**config.mk**
```make
export PLATFORM = sky130hd
export DESIGN_NAME = serial_receiver_flat
export DESIGN_NICKNAME = d
export VERILOG_FILES = /design/src/rtl/serdes_pkg.sv /design/src/rtl/serial_receiver_if.sv /design/src/rtl/fifo.sv /design/src/rtl/serial_receiver.sv /design/src/flat_wrapper.sv
export SDC_FILE = /design/constraint.sdc
export NUM_CORES = 1
export LEC_CHECK = 0
export CAP_MARGIN = 20
export CORE_MARGIN = 2
export CORE_UTILIZATION = 57
export CTS_CLUSTER_DIAMETER = 40
export CTS_CLUSTER_SIZE = 28
export DETAILED_ROUTE_END_ITERATION = 7
export HOLD_SLACK_MARGIN = 0.03
export PLACE_DENSITY = 0.9
export SLEW_MARGIN = 25
export SYNTH_ARGS = -nofsm -noshare
export SYNTH_HDL_FRONTEND = slang
export SYNTH_SLANG_ARGS = --single-unit
```
**constraint.sdc**
```tcl
create_clock -name clk -period 2.6 [get_ports clk]
set_input_delay 0.26 -clock clk [delete_from_list [all_inputs] [get_ports clk]]
set_output_delay 0.26 -clock clk [all_outputs]
set_load 0.005 [all_outputs]
```
**src/rtl/serdes_pkg.sv**
```systemverilog
// Framing definitions shared by the serializer and serial_receiver endpoints.
package serdes_pkg;

    typedef enum logic {
        IDLE  = 1'b0,
        SHIFT = 1'b1
    } rx_state_t;

    // Bit-counter width for a word of the given size; never narrower than one bit.
    function automatic int cnt_w(input int width);
        return (width > 2) ? $clog2(width) : 1;
    endfunction

endpackage

```
**src/rtl/serial_receiver_if.sv**
```systemverilog
// Serial-link input and valid/ready parallel output of the receiver, plus its status pulses.
interface serial_receiver_if #(
    parameter int DATA_WIDTH = 8
);
    logic                  serial_in;
    logic                  enable;
    logic                  start;
    logic [DATA_WIDTH-1:0] parallel_out;
    logic                  valid_out;
    logic                  ready_in;
    logic                  frame_error;
    logic                  overflow;

    modport master (
        output serial_in, enable, start, ready_in,
        input  parallel_out, valid_out, frame_error, overflow
    );

    modport slave (
        input  serial_in, enable, start, ready_in,
        output parallel_out, valid_out, frame_error, overflow
    );
endinterface

```
**src/rtl/fifo.sv**
```systemverilog
// Synchronous FIFO; a push is accepted when full if a pop happens in the same cycle.
module fifo #(
    parameter int WIDTH = 8,
    parameter int DEPTH = 4
) (
    input  logic             clk,
    input  logic             rst_n,
    input  logic             write_valid,
    output logic             write_ready,
    input  logic [WIDTH-1:0] write_data,
    output logic             read_valid,
    input  logic             read_ready,
    output logic [WIDTH-1:0] read_data,
    output logic             full,
    output logic             empty
);
    localparam int PW = (DEPTH > 1) ? $clog2(DEPTH) : 1;
    localparam int CW = $clog2(DEPTH + 1);

    logic [WIDTH-1:0] mem_q [DEPTH];
    logic [PW-1:0]    wr_ptr_q, wr_ptr_d, rd_ptr_q, rd_ptr_d;
    logic [CW-1:0]    count_q, count_d;
    logic             push, pop;

    function automatic logic [PW-1:0] ptr_inc(input logic [PW-1:0] p);
        return (p == PW'(DEPTH - 1)) ? '0 : p + 1'b1;
    endfunction

    assign full        = (count_q == CW'(DEPTH));
    assign empty       = (count_q == '0);
    assign read_valid  = !empty;
    assign pop         = read_valid && read_ready;
    assign write_ready = !full || pop;
    assign push        = write_valid && write_ready;
    assign read_data   = mem_q[rd_ptr_q];

    always_comb begin
        wr_ptr_d = push ? ptr_inc(wr_ptr_q) : wr_ptr_q;
        rd_ptr_d = pop  ? ptr_inc(rd_ptr_q) : rd_ptr_q;
        count_d  = count_q;
        case ({push, pop})
            2'b10:   count_d = count_q + 1'b1;
            2'b01:   count_d = count_q - 1'b1;
            default: count_d = count_q;
        endcase
    end

    always_ff @(posedge clk) begin
        if (!rst_n) begin
            wr_ptr_q <= '0;
            rd_ptr_q <= '0;
            count_q  <= '0;
        end else begin
            wr_ptr_q <= wr_ptr_d;
            rd_ptr_q <= rd_ptr_d;
            count_q  <= count_d;
        end
    end

    always_ff @(posedge clk) begin
        if (push) begin
            mem_q[wr_ptr_q] <= write_data;
        end
    end
endmodule

```
**src/rtl/serial_receiver.sv**
```systemverilog
// Serial-link receive endpoint: assembles LSB-first words and presents them on a valid/ready
// output, either through a FIFO or (FIFO_DEPTH=0) a single one-cycle output register.
module serial_receiver
    import serdes_pkg::*;
#(
    parameter int DATA_WIDTH = 8,
    parameter int FIFO_DEPTH = 4
) (
    input  logic               clk,
    input  logic               rst_n,
    serial_receiver_if.slave   bus
);
    localparam int CW = cnt_w(DATA_WIDTH);

    rx_state_t             state_q, state_d;
    logic [CW-1:0]         bit_cnt_q, bit_cnt_d;
    logic [DATA_WIDTH-1:0] shift_q, shift_d, word_data;
    logic                  word_done;
    logic                  frame_error_q, frame_error_d;
    logic                  overflow_q, overflow_d;

    always_comb begin
        state_d                   = state_q;
        bit_cnt_d                 = bit_cnt_q;
        shift_d                   = shift_q;
        frame_error_d             = 1'b0;
        word_done                 = 1'b0;
        word_data                 = shift_q;
        word_data[DATA_WIDTH-1]   = bus.serial_in;

        case (state_q)
            IDLE: begin
                // Enabled bits without start are stray and silently dropped.
                if (bus.enable && bus.start) begin
                    shift_d    = '0;
                    shift_d[0] = bus.serial_in;
                    bit_cnt_d  = CW'(1);
                    state_d    = SHIFT;
                end
            end
            SHIFT: begin
                if (bus.enable) begin
                    if (bus.start) begin
                        frame_error_d = 1'b1;
                        shift_d       = '0;
                        shift_d[0]    = bus.serial_in;
                        bit_cnt_d     = CW'(1);
                    end else if (bit_cnt_q == CW'(DATA_WIDTH - 1)) begin
                        word_done = 1'b1;
                        bit_cnt_d = '0;
                        state_d   = IDLE;
                    end else begin
                        shift_d[bit_cnt_q] = bus.serial_in;
                        bit_cnt_d          = bit_cnt_q + 1'b1;
                    end
                end
            end
            default: state_d = IDLE;
        endcase
    end

    always_ff @(posedge clk) begin
        if (!rst_n) begin
            state_q       <= IDLE;
            bit_cnt_q     <= '0;
            frame_error_q <= 1'b0;
            overflow_q    <= 1'b0;
        end else begin
            state_q       <= state_d;
            bit_cnt_q     <= bit_cnt_d;
            frame_error_q <= frame_error_d;
            overflow_q    <= overflow_d;
        end
    end

    always_ff @(posedge clk) begin
        shift_q <= shift_d;
    end

    assign bus.frame_error = frame_error_q;
    assign bus.overflow    = overflow_q;

    generate
        if (FIFO_DEPTH > 0) begin : g_fifo
            logic                  push_ready, head_valid, fifo_full, fifo_empty;
            logic                  unused_fifo;
            logic [DATA_WIDTH-1:0] head_data;

            fifo #(
                .WIDTH (DATA_WIDTH),
                .DEPTH (FIFO_DEPTH)
            ) u_fifo (
                .clk         (clk),
                .rst_n       (rst_n),
                .write_valid (word_done),
                .write_ready (push_ready),
                .write_data  (word_data),
                .read_valid  (head_valid),
                .read_ready  (bus.ready_in),
                .read_data   (head_data),
                .full        (fifo_full),
                .empty       (fifo_empty)
            );

            // Memory is not reset, so the output is forced to zero while nothing is buffered.
            assign bus.valid_out    = head_valid;
            assign bus.parallel_out = head_valid ? head_data : '0;
            assign overflow_d       = word_done && !push_ready;
            assign unused_fifo      = fifo_full ^ fifo_empty;
        end else begin : g_bypass
            logic [DATA_WIDTH-1:0] out_q;
            logic                  out_valid_q;
            logic                  unused_ready;

            always_ff @(posedge clk) begin
                if (!rst_n) begin
                    out_q       <= '0;
                    out_valid_q <= 1'b0;
                end else begin
                    out_valid_q <= word_done;
                    if (word_done) begin
                        out_q <= word_data;
                    end
                end
            end

            assign bus.valid_out    = out_valid_q;
            assign bus.parallel_out = out_q;
            assign overflow_d       = 1'b0;
            assign unused_ready     = bus.ready_in;
        end
    endgenerate
endmodule

```
**src/flat_wrapper.sv**
```systemverilog
// flat-port wrapper written by rule: the top's interface ports become plain ports
module serial_receiver_flat import serdes_pkg::*;
#(
    parameter int DATA_WIDTH = 8,
    parameter int FIFO_DEPTH = 4
)
  (clk, rst_n, bus_serial_in, bus_enable, bus_start, bus_ready_in, bus_parallel_out, bus_valid_out, bus_frame_error, bus_overflow);
  serial_receiver_if #(.DATA_WIDTH(DATA_WIDTH)) bus_i ();
  input  logic clk;
  input  logic rst_n;
  input wire logic [$bits(bus_i.serial_in)-1:0] bus_serial_in;
  input wire logic [$bits(bus_i.enable)-1:0] bus_enable;
  input wire logic [$bits(bus_i.start)-1:0] bus_start;
  input wire logic [$bits(bus_i.ready_in)-1:0] bus_ready_in;
  output wire logic [$bits(bus_i.parallel_out)-1:0] bus_parallel_out;
  output wire logic [$bits(bus_i.valid_out)-1:0] bus_valid_out;
  output wire logic [$bits(bus_i.frame_error)-1:0] bus_frame_error;
  output wire logic [$bits(bus_i.overflow)-1:0] bus_overflow;
  assign bus_i.serial_in = bus_serial_in;
  assign bus_i.enable = bus_enable;
  assign bus_i.start = bus_start;
  assign bus_i.ready_in = bus_ready_in;
  assign bus_parallel_out = bus_i.parallel_out;
  assign bus_valid_out = bus_i.valid_out;
  assign bus_frame_error = bus_i.frame_error;
  assign bus_overflow = bus_i.overflow;
  serial_receiver #(.DATA_WIDTH(DATA_WIDTH), .FIFO_DEPTH(FIFO_DEPTH)) u_core (.clk(clk), .rst_n(rst_n), .bus(bus_i));
endmodule
```
# Yosys cells after proc, flatten, opt, wreduce, memory -nomap -nowiden
# Memories as Yosys holds them, arrays and structs flattened. A register that Yosys moved wholly into a read port is not among the register bits.
# Index checks and enable logic that the tools add are counted.
dict set report classes {
  add_sub_neg 5
  bitwise_logic 1
  eq_ne 9
  n_reduce_logical 14
  magnitude_cmp 2
  muxes 31
}
# op n
set op_table {}
lappend op_table {{2-to-1 mux 8 bit} 5}
lappend op_table {{case mux 8 bit (2 select lines)} 1}
lappend op_table {{2-to-1 mux 1 bit} 12}
lappend op_table {{2-to-1 mux 3 bit} 4}
lappend op_table {{case mux 3 bit (2 select lines)} 2}
lappend op_table {{bitwise mux 8 bit} 1}
lappend op_table {{2-to-1 mux 2 bit} 4}
lappend op_table {{adder 3 x 1 -> 3 bit (second input constant)} 2}
lappend op_table {{== test 2 bit (second input constant)} 3}
lappend op_table {{== test 3 bit (second input constant)} 2}
lappend op_table {{AND reduction 3 bit} 2}
lappend op_table {{logical AND 1 bit} 5}
lappend op_table {{adder 2 x 1 -> 2 bit (second input constant)} 2}
lappend op_table {{< comparator 3 x 4 -> 1 bit (second input constant)} 1}
lappend op_table {{demux 1 bit (select 3 bit)} 1}
lappend op_table {{>= comparator 3 x 1 -> 1 bit (second input constant)} 1}
lappend op_table {{zero test 1 bit} 3}
lappend op_table {{zero test 3 bit} 1}
lappend op_table {{!= test 3 bit (second input constant)} 1}
lappend op_table {{subtractor 3 x 1 -> 3 bit (second input constant)} 1}
lappend op_table {{== test 2 x 1 -> 1 bit (second input constant)} 1}
lappend op_table {{!= test 2 x 1 -> 1 bit (second input constant)} 1}
lappend op_table {{!= test 2 bit (second input constant)} 1}
lappend op_table {{case mux 1 bit (2 select lines)} 1}
lappend op_table {{4 further kinds} 4}
dict set report totals {
  ram_bits 32
  mem_count 1
  in_bits 6
  elab_cells 71
  regBits 21
}
# name words word_bits read_ports rd_ports_with_merged_regs write_ports line
set memory_table {}
lappend memory_table {u_core.g_fifo.u_fifo.mem_q 4 8 1 1 1 fifo.sv:20} ;# logic [WIDTH-1:0] mem_q [DEPTH];

# Depth between registers and ports, before layout
dict set report depth {
  word_depth 9
  ltp_mapped 8
  mapped_depth_nobuf 8
}

# By module
# A second synthesis with hierarchy kept.
dict set report hier_totals {
  cells_unflattened 177
  hier_area_um2 2446.1
}
# mod cells_per_inst area_per_inst_um2 instances
set modules_own_cells {}
lappend modules_own_cells {fifo 105 1690.4 1}
lappend modules_own_cells {serial_receiver 72 755.7 1}

# Worst setup path after synthesis
# OpenSTA, ideal clock, no wires.
dict set report synth_path {
  path_type {register to register}
  from {register u_core.bit_cnt_q[1]}
  to {register u_core.g_fifo.u_fifo.count_q[2]}
  t_arrival_ns 2.111
  required_ns 2.480
  slack_ns 0.370
  setup_ns 0.120
  path_stages_with_launch 9
  path_cell_list {dfxtp_1 > ha_1 > ha_1 > and4b_1 > nor2_1 > fa_1 > nand3b_1 > and3_1 > o31a_1}
}
dict set report synth_between {
  elab_chain_len 8
}
# item line
set synth_rtl {}
lappend synth_rtl {{from (decl)} serial_receiver.sv:16} ;# logic [CW-1:0] bit_cnt_q, bit_cnt_d;
lappend synth_rtl {{from (signal assigned)} serial_receiver.sv:70} ;# bit_cnt_q <= bit_cnt_d;
lappend synth_rtl {{== test 3 bit *} serial_receiver.sv:48} ;# end else if (bit_cnt_q == CW'(DATA_WIDTH - 1)) begin
lappend synth_rtl {{2-to-1 mux 1 bit *} serial_receiver.sv:48}
lappend synth_rtl {{2-to-1 mux 1 bit *} serial_receiver.sv:43} ;# if (bus.start) begin
lappend synth_rtl {{2-to-1 mux 1 bit *} serial_receiver.sv:42} ;# if (bus.enable) begin
lappend synth_rtl {{2-to-1 mux 1 bit *} serial_receiver.sv:31} ;# case (state_q)
lappend synth_rtl {{logical AND 1 bit *} fifo.sv:34} ;# assign push = write_valid && write_ready;
lappend synth_rtl {{== test 2 x 1 -> 1 bit / == test 2 bit (equally long branches)} fifo.sv:41} ;# case ({push, pop})
lappend synth_rtl {{case mux 3 bit (2 select lines) / nonzero test 2 bit (equally long branches)} --}
lappend synth_rtl {{to (signal assigned)} fifo.sv:56} ;# count_q <= count_d;
lappend synth_rtl {{to (decl)} fifo.sv:22} ;# logic [CW-1:0] count_q, count_d;
# Mark *: on every way between the ends. The rest lies on a longest branch, timed or not.
# A chain may end at the register's enable or synchronous reset.

==> flow_summary.toml <==
[critical_path]
r2r-start = "u_core.bit_cnt_q[1]"
required_ns = 2.34
worstPathArrival_ns = 2.16
worstSetupEndpoint = "bus_parallel_out[2]"
r2r-end = "u_core.g_fifo.u_fifo.count_q[2]"
reg2reg_slack_ns = 0.18
ff2ff_path_depth = 8
cp_max_fo = 8
end_kind = "output pin"
crit_type = "flop to output pin"
worstSetupStartpointType = "flop"

[clock_network]
clockBufferDepth = 2
numClockSinks = 54
clk_latency_ns = 0.31
cts_root_buf = "clkbuf_8"
cts_buffers = 5
htree_levels = 2
cts_hold_buf = 0
cts.clk_slew.worst_paths_ns = 0.09
cts_tree = "built"
post_cts_buffers = 0

[grt]
grt_pass1_wl_um = 7120
antenna_found_initial = 0
grt_overflow = 0
grt_max_degree = 18
grt_pass1_vias = 1434
track_usage_pct = 19.3

[finish]
multi_input_area_um2 = 896
fin_cells = 243
nFillCells = 271
regArea_um2 = 1470
n_antenna_cell = 0
nets = 206
drive_above_1_share_pct = 14.5
syn_to_final_growth_pct = 12.8

[pwr]
pwr-share-clk_pct = 30.8
switchingPower_mw = 0.325
power_density_nw_per_um2 = 549
combPwrFrac_pct = 5.6
swShare_pct = 21.8
p_leak_nw = 0.954
seq_power_share_pct = 63.6
p_int_mw = 1.17
vdd_ir_drop_max_mv = 0.313

[placed_design]
place_ws_ns = 0.121
place_hpwl_um = 2940
port_buffers = 16
placed_cells = 235
place.gp.congestion = 0.813

[routing]
drc_errors = 0
final_antenna_net_count = 0
drt_iter0_markers = 119
wl_per_cell_um = 17.2
firstDrtPassIters = 4
wl_um = 4190
num_vias = 1431
vias_per_cell = 5.89

[floorplanning]
die-area_um2 = 4760
core-area_um2 = 4030
start_util_pct = 59.8
placementRows = 23
die_w_um = 69.0
ios = 17
dieHeight_um = 69.0

[timing]
timing.final.ws_setup_ns = 0.179
final-setup-viol-count = 0
skew_ns = 0.00712
max_freq_mhz = 413
rsz0062_at_grt = "false"
hold_viol = 0
drv_slew = 0
slew_headroom_pct = 59.6
tightest_slew_ns = 0.602
finalCriticalPeriod_ns = 2.42
final.hold.worst_slack_ns = 0.524
period_share_pct = 93.1
fin_setup_tns_ns = 0

[synthesis]
avgSynthCellArea_um2 = 13.9
syn_inst = 173
ys_types = 37
yosysWarnings = 0
synth_area_um2 = 2410
synth_fp_nets = 187
yosysSeqAreaShare_pct = 61.1
ys_ff_latch = 54

[worst_hold_path]
hp-class = "flop to flop"

[run_status]
outcome = "completed"

[flow_run]
cap_viol_max_count = 0
## placed cells by master, fill, tap and decap left out, types with 4 or more instances in the layout
cell             synthesis  routed
and2_1                   6       6
and2b_1                  4       4
clkbuf_8                 0       5
clkdlybuf4s50_1          0      16
dfxtp_1                 15      14
edfxtp_1                39      39
ha_1                     7       7
inv_1                    4       4
mux2i_1                  8       8
mux4_2                   8       8
nand2_1                 12      12
nand3b_1                 4       4
nor2_1                  10      10
nor2b_1                 11      11
o21ai_0                  5       5
## logic make-up (layout without fill, tap and decap cells)
group	count (synthesis)	count (layout)	share of synthesized area, %
AND/OR/NAND/NOR	66	66	16.3
multiplexers	16	16	10.8
AO/OA/AOI/OAI	18	18	5.45
adder cells (fa/ha/maj)	8	8	4.47
flip-flops	54	54	61.1
buffers and inverters	11	31	1.92
## routing by layer
layer	share of wire, %	up-vias	global-route usage, %
met1	39	709	22.1
li1	-	669	-
met3	5.8	7	5.41
met2	53	46	34.1
met5	0	-	0
met4	1.8	0	7.84
## cell type report
class / count / share of cell area, %
Clock buffer: 6 / 2.67
Clock inverter: 2 / 0.553
Inverter: 4 / 0.553
Multi-Input combinational cell: 108 / 33.0
Sequential cell: 54 / 54.2
Tap cell: 50 / 2.30
Timing Repair Buffer: 19 / 6.72
## worst min-delay path by stage
stage	startpoint	to	slack [ns]	cells past startpoint
floorplan	bus_serial_in	u_core.g_fifo.u_fifo.mem_q[0][7]	0.36	0
global placement	u_core.shift_q[0]	u_core.g_fifo.u_fifo.mem_q[2][0]	0.49	0
detailed placement	u_core.shift_q[0]	u_core.g_fifo.u_fifo.mem_q[3][0]	0.50	0
CTS	u_core.shift_q[0]	u_core.g_fifo.u_fifo.mem_q[3][0]	0.52	0
global route	u_core.shift_q[0]	u_core.g_fifo.u_fifo.mem_q[3][0]	0.55	0
finish	u_core.shift_q[0]	u_core.g_fifo.u_fifo.mem_q[1][0]	0.52	0
## cell usage after synthesis
master	number	area (um^2)
nand2_1	12	45.0
o21ai_0	5	25.0
o21a_1	2	15.0
buf_4	1	7.51
and4b_1	1	10.0
dfxtp_1	15	300
or2_2	1	6.26
and4_2	1	10.0
nor3_1	4	20.0
a21oi_2	1	8.76
and3_1	2	12.5
edfxtp_1	39	1170
nand2b_1	2	12.5
a21boi_0	3	22.5
ha_1	7	87.6
nor2_2	1	6.26
nand4b_1	1	8.76
nor2_1	10	37.5
clkbuf_1	5	18.8
mux2i_1	8	80.1
o31a_1	1	8.76
nand3_1	2	10.0
nor2b_1	11	68.8
a21oi_1	2	10.0
and2b_1	4	30.0
o22ai_1	2	12.5
buf_2	1	5.00
fa_1	1	20.0
a22oi_1	1	7.51
mux4_2	8	180
nor3b_1	1	7.51
inv_1	4	15.0
nor4b_4	1	23.8
and3_2	2	15.0
o31ai_4	1	21.3
nand3b_1	4	30.0
and2_1	6	37.5
## worst max-delay path: stages, from the launching register on
cell             delay (ns)
dfxtp_1                0.67
mux4_2                 0.56
and2b_1                0.17
clkdlybuf4s50_1        0.45
## timing repair
item,CTS,global route
resized for setup,1,1
pin swaps,0,0
setup endpoints to repair,4,1
## registers in the layout, indices dropped and copies added, names as in the netlist, named ones only
signal,flops
u_core.bus.overflow,1
u_core.state_q,1
u_core.g_fifo.u_fifo.mem_q,32
u_core.shift_q,7
u_core.g_fifo.u_fifo.rd_ptr_q,2
u_core.bus.frame_error,1
u_core.bit_cnt_q,3
u_core.g_fifo.u_fifo.wr_ptr_q,2
u_core.g_fifo.u_fifo.count_q,3
## stage by stage
| stage | cell area (um^2) | power, mW | utilization [%] |
|---|---|---|---|
| 3_3_place_gp | 2620 | 1.04 | 65.1 |
| 2_1_floorplan | 2410 | 1.01 | - |
| 4_1_cts | 2720 | 1.49 | 67.4 |
| 5_1_grt | 2720 | 1.55 | 67.4 |
| 3_5_place_dp | 2620 | 1.05 | 65.1 |
| 6_report | 2720 | 1.49 | 67.4 |
## power groups by stage
stage / clock, mW / combinational (mW) / sequential (mW)
after global placement: 0 / 0.0783 / 0.966
after floorplan: 0 / 0.0528 / 0.959
final: 0.459 / 0.0840 / 0.949
after CTS: 0.461 / 0.0840 / 0.948
after global routing: 0.503 / 0.0922 / 0.951
after detailed placement: 0 / 0.0834 / 0.968
No activity file was read; power rests on OpenSTA's default activity.
